<file path="config.mk">
export PLATFORM = sky130hd
export DESIGN_NAME = shift_reg_piso_tx
export DESIGN_NICKNAME = d
export VERILOG_FILES = /design/src/rtl/shift_reg_pkg.sv /design/src/rtl/shift_reg_piso_tx_bit_counter.sv /design/src/rtl/shift_reg_piso_tx.sv
export SDC_FILE = /design/constraint.sdc
export NUM_CORES = 1
export LEC_CHECK = 0
export ABC_CLOCK_PERIOD_IN_PS = 1800
export CORE_MARGIN = 2
export CORE_UTILIZATION = 45
export DETAILED_ROUTE_END_ITERATION = 6
export GPL_ROUTABILITY_DRIVEN = 0
export HOLD_SLACK_MARGIN = 0.1
export PLACE_DENSITY = 0.71
export SYNTH_ARGS = -nofsm -noshare
export SYNTH_HDL_FRONTEND = slang
export SYNTH_SLANG_ARGS = --single-unit
export TNS_END_PERCENT = 50
</file>
<file path="constraint.sdc">
create_clock -name clk -period 1.8 [get_ports clk]
set_input_delay 0.36 -clock clk [delete_from_list [all_inputs] [get_ports clk]]
set_output_delay 0.36 -clock clk [all_outputs]
set_load 0.1 [all_outputs]
</file>
<file path="src/rtl/shift_reg_pkg.sv">
// -----------------------------------------------------------------------------
// shift_reg_pkg
// Shared definitions for both ends of the serial shift-register link (this
// transmitter and the serial-in receiver chain).
//
// Contents:
//   state_e    - transmitter FSM state encoding (IDLE / SHIFT / PARITY)
//   frame_len  - serial frame length for a given data width
//   calc_parity- even parity (XOR reduction) of a data word
//
// Optional feature macro: SHIFT_REG_PIPO_PARITY_EN
//   When defined, a single even-parity bit trails every frame and the PARITY
//   state exists. When undefined, frames carry data bits only.
// -----------------------------------------------------------------------------
package shift_reg_pkg;

  typedef enum logic [1:0] {
    ST_IDLE   = 2'd0,
`ifdef SHIFT_REG_PIPO_PARITY_EN
    ST_SHIFT  = 2'd1,
    ST_PARITY = 2'd2
`else
    ST_SHIFT  = 2'd1
`endif
  } state_e;

  // Number of serial cycles one frame occupies on the line.
  function automatic int unsigned frame_len(input int unsigned width);
`ifdef SHIFT_REG_PIPO_PARITY_EN
    return width + 32'd1;
`else
    return width;
`endif
  endfunction

  // Even parity: the parity bit makes the total count of ones even, which is
  // simply the XOR of all data bits. Callers zero-extend narrower words.
  function automatic logic calc_parity(input logic [31:0] data);
    return ^data;
  endfunction

endpackage : shift_reg_pkg

</file>
<file path="src/rtl/shift_reg_piso_tx_bit_counter.sv">
// -----------------------------------------------------------------------------
// piso_bit_counter
// Down-counter tracking which bit of the frame is on the serial line.
//
// Ports:
//   i_clk      - clock, rising edge
//   i_reset_n  - asynchronous active-low reset (count clears to zero)
//   i_load     - load i_load_val (takes priority over i_en)
//   i_en       - decrement by one
//   i_load_val - value loaded on i_load
//   o_count    - current count
//   o_tc       - terminal count, high when o_count is zero
// -----------------------------------------------------------------------------
module piso_bit_counter #(
  parameter int CW = 3
) (
  input  logic          i_clk,
  input  logic          i_reset_n,
  input  logic          i_load,
  input  logic          i_en,
  input  logic [CW-1:0] i_load_val,
  output logic [CW-1:0] o_count,
  output logic          o_tc
);

  logic [CW-1:0] r_count;

  // Count register: a reload wins over a decrement so back-to-back frames
  // restart cleanly on the last-bit cycle.
  always_ff @(posedge i_clk or negedge i_reset_n) begin
    if (!i_reset_n) begin
      r_count <= '0;
    end else if (i_load) begin
      r_count <= i_load_val;
    end else if (i_en) begin
      r_count <= r_count - CW'(1);
    end else begin
      r_count <= r_count;
    end
  end

  assign o_count = r_count;
  assign o_tc    = (r_count == '0);

endmodule : piso_bit_counter

</file>
<file path="src/rtl/shift_reg_piso_tx.sv">
// -----------------------------------------------------------------------------
// shift_reg_piso_tx
// Parallel-in, serial-out transmitter. A WIDTH-bit word accepted over the
// load_valid/load_ready handshake is driven onto sdo one bit per clock,
// starting the cycle after the accept. frame_start marks the first bit and
// done marks the last bit of each frame. Holding load_valid high streams
// words with no idle gap: the next word is accepted on the done cycle.
//
// Parameters:
//   WIDTH      - data bits per frame (2..32)
//   MSB_FIRST  - 1: bit WIDTH-1 goes out first, 0: bit 0 goes out first
//   IDLE_LEVEL - sdo level outside a frame
//
// Ports:
//   clk         - clock, rising edge
//   reset_n     - asynchronous active-low reset; abandons any frame
//   pdi         - parallel word, sampled only on an accepted load
//   load_valid  - pdi is valid
//   load_ready  - a word can be accepted this cycle (state/counter only)
//   sdo         - serial data out
//   sdo_valid   - sdo carries a frame bit
//   frame_start - first bit of a frame is on sdo
//   done        - last bit of a frame is on sdo
//   busy        - a frame is in progress
//
// Optional feature macro: SHIFT_REG_PIPO_PARITY_EN
//   When defined, an even-parity bit follows the data bits (frame is
//   WIDTH+1 cycles), done and the back-to-back accept point move to that
//   parity cycle.
// -----------------------------------------------------------------------------
module shift_reg_piso_tx
  import shift_reg_pkg::*;
#(
  parameter int   WIDTH      = 8,
  parameter bit   MSB_FIRST  = 1'b1,
  parameter logic IDLE_LEVEL = 1'b0
) (
  input  logic             clk,
  input  logic             reset_n,
  input  logic [WIDTH-1:0] pdi,
  input  logic             load_valid,
  output logic             load_ready,
  output logic             sdo,
  output logic             sdo_valid,
  output logic             frame_start,
  output logic             done,
  output logic             busy
);

  localparam int CW = $clog2(WIDTH);

  state_e           r_state;
  state_e           w_state_nxt;
  logic [WIDTH-1:0] r_shift;
  logic [CW-1:0]    w_count;
  logic             w_tc;
  logic             w_load;
  logic             w_shift_en;
  logic             w_out_bit;
`ifdef SHIFT_REG_PIPO_PARITY_EN
  logic             r_parity;
`endif

  piso_bit_counter #(
    .CW(CW)
  ) u_bit_counter (
    .i_clk      (clk),
    .i_reset_n  (reset_n),
    .i_load     (w_load),
    .i_en       (w_shift_en),
    .i_load_val (CW'(WIDTH - 1)),
    .o_count    (w_count),
    .o_tc       (w_tc)
  );

  // The bit currently at the output end of the shift register.
  assign w_out_bit = MSB_FIRST ? r_shift[WIDTH-1] : r_shift[0];

  // FSM state register.
  always_ff @(posedge clk or negedge reset_n) begin
    if (!reset_n) begin
      r_state <= ST_IDLE;
    end else begin
      r_state <= w_state_nxt;
    end
  end

  // Shift register: freezes the word at accept, then moves one position
  // toward the output end every serial cycle.
  always_ff @(posedge clk or negedge reset_n) begin
    if (!reset_n) begin
      r_shift <= '0;
    end else if (w_load) begin
      r_shift <= pdi;
    end else if (w_shift_en) begin
      if (MSB_FIRST) begin
        r_shift <= {r_shift[WIDTH-2:0], 1'b0};
      end else begin
        r_shift <= {1'b0, r_shift[WIDTH-1:1]};
      end
    end else begin
      r_shift <= r_shift;
    end
  end

`ifdef SHIFT_REG_PIPO_PARITY_EN
  // Parity is captured at accept because the shift register no longer holds
  // the whole word by the time the parity bit goes out.
  always_ff @(posedge clk or negedge reset_n) begin
    if (!reset_n) begin
      r_parity <= 1'b0;
    end else if (w_load) begin
      r_parity <= calc_parity(32'(pdi));
    end else begin
      r_parity <= r_parity;
    end
  end
`endif

  // Next-state and output decode; outputs depend only on registered state,
  // so load_valid never reaches sdo/markers or load_ready combinationally.
  always_comb begin
    w_state_nxt = r_state;
    w_load      = 1'b0;
    w_shift_en  = 1'b0;
    load_ready  = 1'b0;
    sdo         = IDLE_LEVEL;
    sdo_valid   = 1'b0;
    frame_start = 1'b0;
    done        = 1'b0;
    busy        = 1'b0;
    case (r_state)
      ST_IDLE: begin
        load_ready = 1'b1;
        if (load_valid) begin
          w_load      = 1'b1;
          w_state_nxt = ST_SHIFT;
        end else begin
          w_state_nxt = ST_IDLE;
        end
      end
      ST_SHIFT: begin
        sdo         = w_out_bit;
        sdo_valid   = 1'b1;
        busy        = 1'b1;
        frame_start = (w_count == CW'(WIDTH - 1));
        w_shift_en  = 1'b1;
        if (w_tc) begin
`ifdef SHIFT_REG_PIPO_PARITY_EN
          w_state_nxt = ST_PARITY;
`else
          // Last data bit: this is the back-to-back accept point.
          done       = 1'b1;
          load_ready = 1'b1;
          if (load_valid) begin
            w_load      = 1'b1;
            w_state_nxt = ST_SHIFT;
          end else begin
            w_state_nxt = ST_IDLE;
          end
`endif
        end else begin
          w_state_nxt = ST_SHIFT;
        end
      end
`ifdef SHIFT_REG_PIPO_PARITY_EN
      ST_PARITY: begin
        sdo        = r_parity;
        sdo_valid  = 1'b1;
        busy       = 1'b1;
        done       = 1'b1;
        load_ready = 1'b1;
        if (load_valid) begin
          w_load      = 1'b1;
          w_state_nxt = ST_SHIFT;
        end else begin
          w_state_nxt = ST_IDLE;
        end
      end
`endif
      default: begin
        w_state_nxt = ST_IDLE;
      end
    endcase
  end

endmodule : shift_reg_piso_tx

</file>
Word level (Yosys, flattened, before mapping)
Cells that the tools add are included.
{ "word_totals": {"word_cells": 25, "out_inout_bits": 6, "input_bits": 11, "reg_bits": 13} }
{ "op_classes": {"n_eq_ne": 2, "muxes": 16, "reduce_logical": 3, "n_addsub": 1} }
{ "op_table": {"columns": ["cell", "n"], "rows": [
  ["two-way mux 8 bit", 2],
  ["two-way mux 1 bit", 8],
  ["two-way mux 3 bit", 2],
  ["one-hot mux 1 bit (2 select lines)", 2],
  ["one-hot mux 2 bit (2 select lines)", 1],
  ["== test 3 bit (second input constant)", 1],
  ["zero test 3 bit", 1],
  ["subtractor 3 x 1 -> 3 bit (second input constant)", 1],
  ["== test 2 x 1 -> 1 bit (second input constant)", 1],
  ["zero test 2 bit", 1],
  ["two-way mux 2 bit", 1],
  ["nonzero test 2 bit", 1]
]} }

Depth between registers and ports, before layout
Gate-level depths: netlist (run 1).
{ "depth": {"depth_word": 4, "depth_mapped": 5, "depth_no_buf": 5} }

Hierarchy
Synthesis (run 1) repeated with hierarchy kept, for this count alone.
{ "unflattened": {"cells_unflattened": 64, "hier_area_um2": 703.2} }
{ "by_module_without_submodules": {"columns": ["module", "area_per_inst_um2", "seq_area_each_um2", "cells_each", "n_inst"], "rows": [
  ["shift_reg_piso_tx", 531.8, 225.2, 45, 1],
  ["piso_bit_counter", 171.4, 75.1, 19, 1]
]} }

Worst setup path after synthesis (run 1)
Ideal clock, no wire load.
{ "synth_path": {"path_kind": "register -> output", "start": "register r_state[0]", "end": "output done", "arrival_ns": 3.564, "n_path_buf": 2, "path_slack_ns": -2.124, "stages_incl_launch_ff": 4, "path_cell_list": "dfrtp_1 -> buf_6 -> buf_2 -> nor3b_1"} }
{ "synth_between": {"elab_chain_cells": 2} }
{ "synth_rtl": {"columns": ["item", "line", "rtl"], "rows": [
  ["start: declaration", "shift_reg_piso_tx.sv:52", "state_e r_state;"],
  ["start signal: assignment", "shift_reg_piso_tx.sv:84", "r_state <= w_state_nxt;"],
  ["== test 2 x 1 -> 1 bit", "shift_reg_piso_tx.sv:132", "case (r_state)"],
  ["two-way mux 1 bit", "shift_reg_piso_tx.sv:132", null],
  ["end: declaration", "shift_reg_piso_tx.sv:46", "output logic done,"]
]} }
No other way between the ends.

Final worst setup path (run 1)
{ "layout_path": {"start": "register u_bit_counter.r_count[1], in the netlist u_bit_counter.o_count[1]", "end": "output done"} }
{ "layout_between": {"elab_chain_cells": 3} }
{ "layout_rtl": {"columns": ["item", "line", "rtl"], "rows": [
  ["start: declaration", "shift_reg_piso_tx_bit_counter.sv:26", "logic [CW-1:0] r_count;"],
  ["start signal: assignment", "shift_reg_piso_tx_bit_counter.sv:34", "r_count <= i_load_val;"],
  ["start signal: assignment", "shift_reg_piso_tx_bit_counter.sv:36", "r_count <= r_count - CW'(1);"],
  ["start signal: assignment", "shift_reg_piso_tx_bit_counter.sv:38", "r_count <= r_count;"],
  ["zero test 3 bit", "shift_reg_piso_tx_bit_counter.sv:43", "assign o_tc = (r_count == '0);"],
  ["two-way mux 1 bit", "shift_reg_piso_tx.sv:148", "if (w_tc) begin"],
  ["two-way mux 1 bit", "shift_reg_piso_tx.sv:132", null]
]} }
No other way between the ends.

==> impl_metrics.toml, run 1 <==
[floorplanning]
io_pins = 17
start_util = 0.482
core_um2 = 1510
die_w_um = 44.2
std_cell_rows = 14
die_area_um2 = 1950
die_h_um = 44.2

[critical_path]
max_stage_delay_ns = 0.39
cp.arrival_ns = 1.35
startpoint_type = "flop"
r2r_cells = 6
critPathMostFrequentCell = "inv_2"
r2r-start = "u_bit_counter.o_count[0]"
crit_type = "flop to output pin"
worst_r2r_endpoint = "r_shift[4]"
crit_path_end_kind = "output pin"
worstPathRequired_ns = 1.44
regToRegSetupSlack_ns = 0.41
critical_path.max_fanout = 2
slowest_stage = "dfrtp_1"
worstPathCellList = "inv_2, ha_4, inv_2, nor3b_4, buf_12"

[sta]
drv_slew = 0
clock_skew_ns = 0.00327
min_period_over_period = 0.951
hold_viol_final = 0
worst_slack_ns = 0.0883
setup_viol = 0
max_slew_margin = 0.641
worst_hold_slack_ns = 0.431
tightest_slew_ns = 0.537
fmax_mhz = 584
rsz0062_at_grt = "false"
finalCriticalPeriod_ns = 1.71

[synth]
yosysUniqueCellTypes = 27
avgSynthCellArea_um2 = 11.5
synth_area_leaders = "dfrtp_1, o221a_2, a211o_1"
synth-seq-area-share = 0.414
syn_nets = 77
synth_seq_cells = 12
synth_area_um2 = 726
synth_largest_area_cell = "dfrtp_1"
synth_top_area_frac = 0.414
syn-instance-count = 63
ys.warnings.count = 0

[global_routing]
grt_most_used_layer = "met2"
gr-total-overflow = 0
grt_use_total = 0.179
grt_use_met1 = 0.247
grt_pass1_vias = 537
grt_pass1_wl_um = 2520
gr-usage-met2 = 0.265
antenna_found_initial = 0
grt_max_degree = 22
use_met3 = 0.0612

[power]
powerDensity_nw_per_um2 = 1950
peakVddDrop_uv = 1380
p_leak_nw = 0.441

[final_layout]
drive_gt1_frac = 0.366
antenna_cells = 0
fillCellCount = 122
syn2layout_area_growth_pct = 37.8
nets = 97
multi_input_comb_area_um2 = 377
final-seq-area_um2 = 304

[clocking]
cts-buffers-inserted = 3
cts-htree-levels = 1
clock_path_buffers = 2
cts.clk_slew.worst_paths_ns = 0.08
clock_latency_ns = 0.27
cts.sinks = 12
root_buffer = "clkbuf_4"
cts_tree = "yes"

[detailed_routing]
drtPass1Iterations = 4
vias = 546
via_per_inst = 5.57
route.detailed.drc = 0
routed_wl_um = 1460
drt_iter0_drc = 4
wl_per_cell_um = 14.9
ant_nets = 0

[outcome]
status = "complete, no violations"

[run]
cap_violations = 0

[placed_design]
port_buffers = 16
place_ws_ns = 0.125
hpwl_um = 1020

[min_path]
hold_path.class = "input pin to asynchronous set/reset pin"
## layout by cell type, fill, tap and decap left out, types with 3 or more instances in the layout
cell type	instances
o221a_2	4
inv_2	3
dfrtp_1	11
clkdlybuf4s50_1	10
nor2b_1	6
a211o_1	5
nor3_1	3
buf_4	5
o221a_1	3
clkbuf_4	3
buf_12	6
## where the power goes
group          internal, mW  total, mW  switching, mW
clock                0.0859      0.179         0.0933
sequential            0.394      0.519          0.125
combinational         0.553       1.25          0.694
## worst max-delay path: cells and delay by family, from the launching register on
family | cells | cell delay, ns
flops | 1 | 0.39
buf+inv | 3 | 0.33
simple gates | 1 | 0.22
fa+ha+maj | 1 | 0.14
## kinds of logic after synthesis
kind of cell / Yosys count / synth area share
buffers and inverters: 10 / 0.105
multiplexers: 1 / 0.0138
AND/OR/NAND/NOR: 16 / 0.159
AO/OA/AOI/OAI: 21 / 0.257
flip-flops: 12 / 0.414
adder cells (fa/ha/maj): 3 / 0.0517
## area by class of cell
class                   count  area share
well taps                  16      0.0200
multi-input cells          41       0.377
repair buffers             21       0.258
flip-flops and latches     12       0.304
inverters                   4      0.0150
clock buffers               4      0.0263
## synth_stat cells
cell,count
inv_1,4
buf_2,1
a21oi_1,1
dfrtp_1,12
nand3b_4,1
nor3b_1,1
buf_4,1
ha_1,3
nor3_1,3
a31oi_1,2
and2b_4,1
nor2b_1,6
nand2_2,1
buf_6,3
a211oi_1,1
o221a_2,4
nand2b_1,1
buf_8,1
o22ai_1,1
mux2i_1,1
a211o_1,5
and3_1,1
o221a_1,3
a211o_2,2
a21o_1,1
o21ai_0,1
and2_1,1
## layer usage
metal | part of all wire | up-vias
met2 | 0.46 | 16
met3 | 0.061 | 2
met1 | 0.46 | 256
met4 | 0.012 | 0
met5 | 0 | -
li1 | - | 272
## sequential cells by signal (all words and copies together), names as in the netlist
signal                 flops
r_state                    1
r_shift                    8
u_bit_counter.o_count      3
## worst max path at each step
stage | from | end | slack, ns | cells past startpoint
6_report | u_bit_counter.o_count[1] | done | 0.09 | 5
5_1_grt | u_bit_counter.o_count[1] | done | 0.009 | 5
4_1_cts | u_bit_counter.o_count[0] | done | 0.01 | 5
3_5_place_dp | u_bit_counter.o_count[0] | done | 0.12 | 5
3_3_place_gp | load_valid | r_shift[4] | 0.17 | 5
2_1_floorplan | r_state[0] | done | -0.31 | 3
## repair_timing
item	4_1_cts	5_1_grt
gates cloned	0	0
endpoints found under the setup margin	2	2
hold buffers	0	0
pin swaps	1	2
resized for setup	4	1
buffers inserted	2	1
## metrics by stage
| stage | TNS, ns | instance area [um2] | std cells | power, mW | utilization |
|---|---|---|---|---|---|
| CTS | 0 | 992 | 97 | 1.95 | 0.659 |
| global placement | 0 | 938 | 91 | 1.67 | 0.623 |
| finish | 0 | 1000 | 98 | 1.95 | 0.664 |
| floorplan | -1.07 | 751 | 63 | 1.36 | - |
| detailed placement | 0 | 938 | 91 | 1.70 | 0.623 |
| global route | 0 | 1000 | 98 | 2.06 | 0.664 |
No activity file was read; power rests on OpenSTA's default activity.
==> inputs of run 2 (changes only) <==
--- a/config.mk
+++ b/config.mk
@@ -6,8 +6,9 @@
 export NUM_CORES = 1
 export LEC_CHECK = 0
 export ABC_CLOCK_PERIOD_IN_PS = 1800
-export CORE_MARGIN = 2
+export CORE_MARGIN = 1.5
 export CORE_UTILIZATION = 45
+export CTS_CLUSTER_DIAMETER = 80
 export DETAILED_ROUTE_END_ITERATION = 6
 export GPL_ROUTABILITY_DRIVEN = 0
 export HOLD_SLACK_MARGIN = 0.1
==> impl_metrics.toml, run 2 (synthesis results as in run 1) <==
[placed_design]
hpwl_um = 1010
port_buffers = 16
dp_cells = 91

[final_layout]
drive_gt1_frac = 0.393
fillCellCount = 113
final_cells = 100
antenna_cells = 0
layout_common_cells = "dfrtp_1, clkdlybuf4s50_1, buf_4"
syn2layout_area_growth_pct = 41.6
multi_input_comb_area_um2 = 377
nets = 99
final_common_cell = "dfrtp_1"
largest_reg_flops = 8
final-seq-area_um2 = 304
top_register = "r_shift"
finalCoreUtilization = 0.682

[global_routing]
gr-total-overflow = 0
grt_use_total = 0.170
antenna_found_initial = 0
grt_pass1_vias = 534
grt_pass1_wl_um = 2340
grt_max_degree = 22

[sta]
worst_hold_slack_ns = 0.427
setup_viol = 0
min_period_over_period = 0.965
drv_slew = 0
fmax_mhz = 576
rsz0062_at_grt = "true"
max_slew_margin = 0.640
finalCriticalPeriod_ns = 1.74
clock_skew_ns = 0.00255
tightest_slew_ns = 0.538
finalSetupTns_ns = 0
hold_viol_final = 0

[floorplanning]
die_area_um2 = 1860
die_h_um = 43.2
std_cell_rows = 14
io_pins = 17
start_util = 0.482
core_um2 = 1510
die_w_um = 43.2

[run]
cap_violations = 0

[critical_path]
max_stage_delay_ns = 0.40
crit_path_end_kind = "output pin"
worstPathCellList = "inv_2, ha_4, inv_4, nor3b_4, buf_12"
regToRegSetupSlack_ns = 0.44
crit_type = "flop to output pin"
worstPathRequired_ns = 1.44
timing.critical_path.buf_inv = 3
startpoint_type = "flop"
critical_path.max_fanout = 2
cp.arrival_ns = 1.38
slowest_stage = "dfrtp_1"
critical_path.startpoint = "u_bit_counter.o_count[1]"
path_delay_family = "flip-flops"
worst_r2r_endpoint = "r_shift[3]"
r2r_cells = 6
cp.depth = 5
r2r-start = "u_bit_counter.o_count[1]"

[min_path]
hold_path.class = "input pin to asynchronous set/reset pin"

[detailed_routing]
route.detailed.drc = 0
ant_nets = 0
via_per_inst = 5.66
wl_per_cell_um = 14.5
drtPass1Iterations = 4
vias = 566
drt_iter0_drc = 14
routed_wl_um = 1450

[power]
p_total_mw = 2.03
powerDensity_nw_per_um2 = 1980
p_leak_nw = 0.457
peakVddDrop_uv = 1610

[clocking]
cts-buffers-inserted = 3
clock_latency_ns = 0.28
cts-htree-levels = 1
root_buffer = "clkbuf_4"
cts.clk_slew.worst_paths_ns = 0.08
cts.sinks = 12
cts_tree = "yes"
ctsHoldBuffers = 0
clock_path_buffers = 2

[outcome]
status = "complete, no violations"
[run 2: cell types whose count changed in the layout (fill, tap and decap cells not counted), sizes merged]
cell and change:
buf +2
[run 2: timing repair]
item	CTS	global route
setup endpoints to repair	2	2
pin swaps	1	2
setup buffers	3	2
gates resized for setup	4	2
[run 2: per-layer routing]
metal	track usage	wire length, um	part of all wire
met3	0.0426	97	0.067
met4	0.0727	19	0.013
met2	0.266	674	0.47
met5	0	0	0
met1	0.221	656	0.45
[run 2: area by class of cell]
type / instances / area share
Clock buffer: 4 / 0.0353
Multi-Input combinational cell: 41 / 0.367
Timing Repair Buffer: 23 / 0.266
Inverter: 4 / 0.0171
Sequential cell: 12 / 0.296
Tap cell: 16 / 0.0195
[run 2: power by group]
group	switching, mW	total [mW]	internal, mW
Combinational	0.704	1.29	0.588
Clock	0.0981	0.221	0.123
Sequential	0.124	0.518	0.395
[run 2: worst max-delay path by stage]
| stage | endpoint | slack [ns] |
|---|---|---|
| finish | done | 0.06 |
| global route | done | -0.006 |
| CTS | done | 0.004 |
| detailed placement | done | 0.13 |
| global placement | r_shift[4] | 0.17 |
| floorplan | done | -0.31 |
[run 2: per-stage QoR]
stage | area (um2) | worst slack, ns
final | 1030 | 0.0631
after CTS | 1010 | 0.00432
after global placement | 938 | 0.166
after floorplan | 751 | -0.313
after global routing | 1030 | -0.00590
after detailed placement | 938 | 0.134
